===== src/rtl/tpu_drain_pkg.sv =====
// Shared types and width helpers for the TPU result-drain block.
package tpu_drain_pkg;

    typedef enum logic [1:0] {IDLE, READ, DRAIN, DONE} drain_state_e;

    localparam int unsigned MATRIX_SIZE_DEF = 32;
    localparam int unsigned SKID_DEPTH_DEF  = 2;

    // clog2 that never returns 0, so single-entry ranges still get a 1-bit field
    function automatic int unsigned clog2_min1(input int unsigned n);
        return (n <= 1) ? 1 : $clog2(n);
    endfunction

    localparam int unsigned ROW_W = clog2_min1(MATRIX_SIZE_DEF);
    localparam int unsigned CNT_W = clog2_min1(SKID_DEPTH_DEF + 1);

endpackage


===== src/rtl/result_skid_fifo.sv =====
// Small first-word-fall-through FIFO holding {row tag, row data} between SRAM and consumer.
module result_skid_fifo
    import tpu_drain_pkg::*;
#(
    parameter int unsigned DEPTH  = 2,
    parameter int unsigned ROW_W  = 5,
    parameter int unsigned DATA_W = 768
) (
    input  logic                              clk,
    input  logic                              rstn,
    input  logic                              push,
    input  logic [ROW_W-1:0]                  push_row,
    input  logic [DATA_W-1:0]                 push_data,
    input  logic                              pop,
    output logic [clog2_min1(DEPTH+1)-1:0]    count,
    output logic [ROW_W-1:0]                  head_row,
    output logic [DATA_W-1:0]                 head_data
);

    localparam int unsigned PTR_W    = clog2_min1(DEPTH);
    localparam int unsigned CNT_BITS = clog2_min1(DEPTH + 1);

    logic [ROW_W-1:0]  row_mem  [DEPTH];
    logic [DATA_W-1:0] data_mem [DEPTH];
    logic [PTR_W-1:0]  wr_ptr;
    logic [PTR_W-1:0]  rd_ptr;

    function automatic logic [PTR_W-1:0] next_ptr(input logic [PTR_W-1:0] p);
        return (p == PTR_W'(DEPTH - 1)) ? '0 : p + PTR_W'(1);
    endfunction

    always_ff @(posedge clk or negedge rstn) begin
        if (!rstn) begin
            for (int i = 0; i < int'(DEPTH); i++) begin
                row_mem[i]  <= '0;
                data_mem[i] <= '0;
            end
            wr_ptr <= '0;
            rd_ptr <= '0;
            count  <= '0;
        end else begin
            if (push) begin
                row_mem[wr_ptr]  <= push_row;
                data_mem[wr_ptr] <= push_data;
                wr_ptr           <= next_ptr(wr_ptr);
            end
            if (pop) begin
                rd_ptr <= next_ptr(rd_ptr);
            end
            // simultaneous push and pop leave the occupancy unchanged
            case ({push, pop})
                2'b10:   count <= count + CNT_BITS'(1);
                2'b01:   count <= count - CNT_BITS'(1);
                default: count <= count;
            endcase
        end
    end

    assign head_row  = row_mem[rd_ptr];
    assign head_data = data_mem[rd_ptr];

endmodule


===== src/rtl/tpu_result_drain.sv =====
// Walks the TOP_tpu result SRAM on each end_ rising edge and streams rows out on valid/ready.
module tpu_result_drain
    import tpu_drain_pkg::*;
#(
    parameter int unsigned ADDRESSSIZE     = 10,
    parameter int unsigned MATRIX_SIZE     = 32,
    parameter int unsigned PARTIAL_SUM_BW  = 24,
    parameter int unsigned WORDSIZE_Result = MATRIX_SIZE * PARTIAL_SUM_BW,
    parameter int unsigned BASE_ADDR       = 0,
    parameter int unsigned SKID_DEPTH      = 2
) (
    input  logic                                 clk,
    input  logic                                 rstn,
    input  logic                                 end_,
    output logic                                 sram_result_re,
    output logic [ADDRESSSIZE-1:0]               sram_result_address,
    input  logic [WORDSIZE_Result-1:0]           sram_result_data_out,
    output logic                                 out_valid,
    input  logic                                 out_ready,
    output logic [WORDSIZE_Result-1:0]           out_data,
    output logic [clog2_min1(MATRIX_SIZE)-1:0]   out_row,
    output logic                                 out_last,
    output logic                                 busy,
    output logic                                 done,
    output logic                                 err_overrun
);

    localparam int unsigned ROW_BITS = clog2_min1(MATRIX_SIZE);
    localparam int unsigned CNT_BITS = clog2_min1(SKID_DEPTH + 1);
    localparam int unsigned CR_W     = CNT_BITS + 1;
    localparam logic [ROW_BITS-1:0] LAST_ROW = ROW_BITS'(MATRIX_SIZE - 1);

    drain_state_e          state_q;
    drain_state_e          state_d;
    logic                  end_d;
    logic                  start_evt;
    logic [ROW_BITS-1:0]   rd_cnt;
    logic [ROW_BITS-1:0]   rd_row_q;
    logic                  inflight;
    logic                  pop;
    logic [CNT_BITS-1:0]   fifo_count;
    logic [CR_W-1:0]       credit;
    logic                  re_c;

    assign start_evt = end_ && !end_d;
    assign pop       = out_valid && out_ready;
    // rows held or in flight after this cycle's pop; must stay below the FIFO depth
    assign credit    = CR_W'(fifo_count) + CR_W'(inflight) - CR_W'(pop);

    always_comb begin
        state_d = state_q;
        re_c    = 1'b0;
        case (state_q)
            IDLE: begin
                if (start_evt) state_d = READ;
            end
            READ: begin
                if (credit < CR_W'(SKID_DEPTH)) begin
                    re_c = 1'b1;
                    if (rd_cnt == LAST_ROW) state_d = DRAIN;
                end
            end
            DRAIN: begin
                if (pop && out_row == LAST_ROW) state_d = DONE;
            end
            DONE: begin
                state_d = IDLE;
            end
            default: state_d = IDLE;
        endcase
    end

    always_ff @(posedge clk or negedge rstn) begin
        if (!rstn) begin
            state_q     <= IDLE;
            end_d       <= 1'b0;
            rd_cnt      <= '0;
            rd_row_q    <= '0;
            inflight    <= 1'b0;
            err_overrun <= 1'b0;
        end else begin
            state_q  <= state_d;
            end_d    <= end_;
            inflight <= re_c;
            if (re_c) rd_row_q <= rd_cnt;
            if (state_q == IDLE && start_evt) begin
                rd_cnt <= '0;
            end else if (re_c) begin
                rd_cnt <= (rd_cnt == LAST_ROW) ? '0 : rd_cnt + ROW_BITS'(1);
            end
            // an accepted start clears the flag; a start during a drain sets it
            if (start_evt && state_q == IDLE) begin
                err_overrun <= 1'b0;
            end else if (start_evt && (state_q == READ || state_q == DRAIN)) begin
                err_overrun <= 1'b1;
            end
        end
    end

    result_skid_fifo #(
        .DEPTH  (SKID_DEPTH),
        .ROW_W  (ROW_BITS),
        .DATA_W (WORDSIZE_Result)
    ) u_fifo (
        .clk       (clk),
        .rstn      (rstn),
        .push      (inflight),
        .push_row  (rd_row_q),
        .push_data (sram_result_data_out),
        .pop       (pop),
        .count     (fifo_count),
        .head_row  (out_row),
        .head_data (out_data)
    );

    assign sram_result_re      = re_c;
    assign sram_result_address = ADDRESSSIZE'(BASE_ADDR + 32'(rd_cnt));
    assign out_valid           = (fifo_count != '0);
    assign out_last            = out_valid && (out_row == LAST_ROW);
    assign busy                = (state_q == READ) || (state_q == DRAIN);
    assign done                = (state_q == DONE);

endmodule


===== config.mk =====
export PLATFORM = sky130hd
export DESIGN_NAME = tpu_result_drain
export DESIGN_NICKNAME = d
export VERILOG_FILES = /design/src/rtl/tpu_drain_pkg.sv /design/src/rtl/result_skid_fifo.sv /design/src/rtl/tpu_result_drain.sv
export SDC_FILE = /design/constraint.sdc
export NUM_CORES = 2
export LEC_CHECK = 0
export ABC_AREA = 1
export ABC_CLOCK_PERIOD_IN_PS = 2750
export BUFFER_PORTS_ARGS = -buffer_cell sky130_fd_sc_hd__clkbuf_2
export CORE_AREA = 2 2 609 611
export DETAILED_ROUTE_END_ITERATION = 10
export DIE_AREA = 0 0 611 613
export PLACE_DENSITY = 0.36
export SYNTH_ARGS = -nofsm -noshare
export SYNTH_HDL_FRONTEND = slang
export SYNTH_HIERARCHICAL = 1
export SYNTH_SLANG_ARGS = --single-unit

===== constraint.sdc =====
create_clock -name clk -period 2.75 [get_ports clk]
set_input_delay 0.1375 -clock clk [delete_from_list [all_inputs] [get_ports clk]]
set_output_delay 0.1375 -clock clk [all_outputs]
set_load 0.02 [all_outputs]

==> flow_metrics.env <==
export IMPL_clock_latency_ps=880
export IMPL_yosys_warnings=6
export IMPL_whs_ps=108
export IMPL_core_area_mm2=0.368
export IMPL_postLayoutCoreUtil_pct=28.0
export IMPL_synth_area_leaders="dfrtp_1, nand2_1, o21ai_0, inv_1, o21ai_1"
export IMPL_violations="setup timing"
export IMPL_placed_cell_area_mm2=0.0822
export IMPL_synthDistinctLibCells=30
export IMPL_synthTopCellsByCount="nand2_1, o21ai_0, dfrtp_1"
export IMPL_cts_max_level=4
export IMPL_start_kind="flop"
export IMPL_synth_seq_area_share_pct=57.3
export IMPL_ant_nets=0
export IMPL_first_global_vias=62711
export IMPL_start_util_pct=18.6
export IMPL_die_area_mm2=0.375
export IMPL_grt_overflow=0
export IMPL_startpoint="u_fifo/count[1]"
export IMPL_wl_per_cell_um=18.7
export IMPL_rrSetupSlack_ps=630
export IMPL_cts_tree="done"
export IMPL_vias=63393
export IMPL_setup_ws_ps=-28.1
export IMPL_synth_top_cell_area_share_pct=57.3
export IMPL_crit_required_ps=2610
export IMPL_worst_slew_pin_slew_ps=761
export IMPL_worst_slew_margin_rel_pct=49.3
export IMPL_crit_fanout=2
export IMPL_drcViolationCount=0
export IMPL_r2r_cells=12
export IMPL_synth_edf_count=0
export IMPL_synth_most_common_cell="nand2_1"
export IMPL_worstPathArrival_ps=2640
export IMPL_r2r_start="u_fifo/count[1]"
export IMPL_clk_path_buf_depth=4
export IMPL_numClockSinks=1565
export IMPL_synthArstFlopShare_pct=100
export IMPL_hold_violations=0
export IMPL_postSynthAreaPerCell_um2=8.16
export IMPL_avgViaCountPerCell=3.97
export IMPL_place_congestion=0.843
export IMPL_ir_worst_vdd_mv=0.641
export IMPL_finalCritPeriodShare_pct=101
export IMPL_final_setup_tns_ps=-28.1
export IMPL_dr_pass1_iters=8
export IMPL_portBuffers=1555
export IMPL_grtUsageTotal_pct=15.1
export IMPL_clock_root_buffer="clkbuf_16"
export IMPL_clk_pin_slew_ps=60
export IMPL_first_iter_violations=4419
export IMPL_max_freq_mhz=360
export IMPL_power_static_leakage_nw=53.3
export IMPL_placed_cells=14442
export IMPL_rsz0062_at_grt="yes"
export IMPL_die_height_um=613
export IMPL_synthToLayoutAreaGrowth_pct=50.3
export IMPL_reg2reg_to="rd_cnt[0]"
export IMPL_cp_endpoint="sram_result_re"
export IMPL_clock_skew_ps=55.2
export IMPL_hold_class="in2reg"
export IMPL_die_w_um=611
export IMPL_io_pins=1561
export IMPL_status="finished with violations"
export IMPL_nets=11712
export IMPL_numCtsBuffers=196
export IMPL_powerDensity_mw_per_mm2=1310
export IMPL_antenna_found_initial=93
export IMPL_grt_max_degree=141
export IMPL_synth_largest_area_cell="dfrtp_1"
export IMPL_grt_first_pass_wirelength_mm=424
export IMPL_routed_wirelength_mm=298
export IMPL_drive_gt1_share_pct=20.6
export IMPL_num_rows=223
export IMPL_syn_cell_area_mm2=0.0684
export IMPL_final_area_mm2=0.103
export IMPL_setup_viol=1
export IMPL_synth_seq_cells=1565
export IMPL_synth_cells=8376
export IMPL_synth_ff_type="dfrtp_1"
export IMPL_crit_type="reg2out"
export IMPL_place_hpwl_mm=210
export IMPL_cp_end_kind="primary output"
export IMPL_fin_cells=15948
export IMPL_slew_viol_final=0
export IMPL_min_period_ps=2780
export IMPL_drv_cap=0
cell families (layout without fill, tap and decap cells):
kind of cell	Yosys count	count (layout)	share of synthesized area [%]
DFF	1565	1565	57.3
and+or+nand+nor	2387	2387	13.2
buffers and inverters	2087	4780	12.3
adders and majority gates	10	10	0.194
AOI/OAI and AO/OA	2324	2324	17.0
other	1	43	0.00548
xor gates and xnor gates	2	2	0.0256
layer usage:
| layer | GRT usage (%) | vias to the layer above | part of all wire, % |
|---|---|---|---|
| met5 | 0 | - | 0.040 |
| met2 | 27.0 | 1814 | 51 |
| li1 | - | 31000 | - |
| met3 | 3.44 | 498 | 6.2 |
| met1 | 17.7 | 30063 | 40 |
| met4 | 4.96 | 18 | 3.4 |
cell type report:
type | instances | area, um^2
antenna | 38 | 95.1
clock inverter | 45 | 534
multi-input combinational | 4728 | 21500
timing repair buffer | 2873 | 23700
tap | 4837 | 6050
inverter | 1566 | 5890
fill | 39848 | 265000
sequential | 1565 | 39200
clock buffer | 296 | 5840
layout by cell type, fill, tap and decap left out, types with 47 or more instances in the layout:
cell,count
nand2_1,2337
dfrtp_1,1564
inv_1,1561
o21ai_0,1213
clkbuf_2,1181
dlygate4sd3_1,1048
o21ai_1,988
buf_4,275
clkbuf_16,222
o21ai_2,103
clkbuf_4,98
buf_12,79
clkbuf_8,67
buf_6,53
buf_2,53
clkbuf_1,47
flip-flops by register name, summed over array words and instances, names as in the netlist, 2 cells and up:
| name | count |
|---|---|
| rd_cnt | 5 |
| rd_row_q | 5 |
| state_q | 2 |
| u_fifo/count | 2 |
| u_fifo/data_mem | 1536 |
| u_fifo/row_mem | 10 |
per-stage QoR:
step	worst slack [ps]	total power, mW
2_1_floorplan	528	74.9
3_3_place_gp	343	99.1
3_5_place_dp	450	100
4_1_cts	-169	133
5_1_grt	-196	145
6_report	-28.1	135
power breakdown:
part | internal, mW | switching, mW | total, mW
combinational | 24.4 | 43.8 | 68.2
sequential | 35.0 | 6.07 | 41.0
clock | 15.3 | 10.6 | 25.9
total | 74.7 | 60.4 | 135
critical path: stages, from the launching register on:
cell	delay (ps)
dfrtp_1	400
nor2_4	150
nor2_4	50
ha_4	210
inv_2	40
nand2_2	40
fa_2	580
nand3_4	110
inv_8	70
buf_12	130
timing repair:
action | CTS | global route
hold buffers | 1049 | 0
pin swaps | 6 | 18
endpoints found under the setup margin | 590 | 310
gates resized for setup | 561 | 742
endpoints found under the hold margin | 2792 | 0
cloned | 23 | 28
setup buffers | 17 | 11
worst min-delay path by stage:
| stage | endpoint | start | depth (start not counted) | slack, ps |
|---|---|---|---|---|
| 6_report | u_fifo/data_mem[844] | sram_result_data_out[76] | 4 | 110 |
| 3_3_place_gp | u_fifo/data_mem[1398] | rstn | 1 | 210 |
| 3_5_place_dp | u_fifo/data_mem[1398] | rstn | 1 | 210 |
| 4_1_cts | u_fifo/data_mem[975] | sram_result_data_out[207] | 4 | 0.02 |
| 5_1_grt | end_d | end_ | 2 | 40 |
| 2_1_floorplan | end_d | rstn | 0 | -160 |
Power figures use the tool's default switching activity.
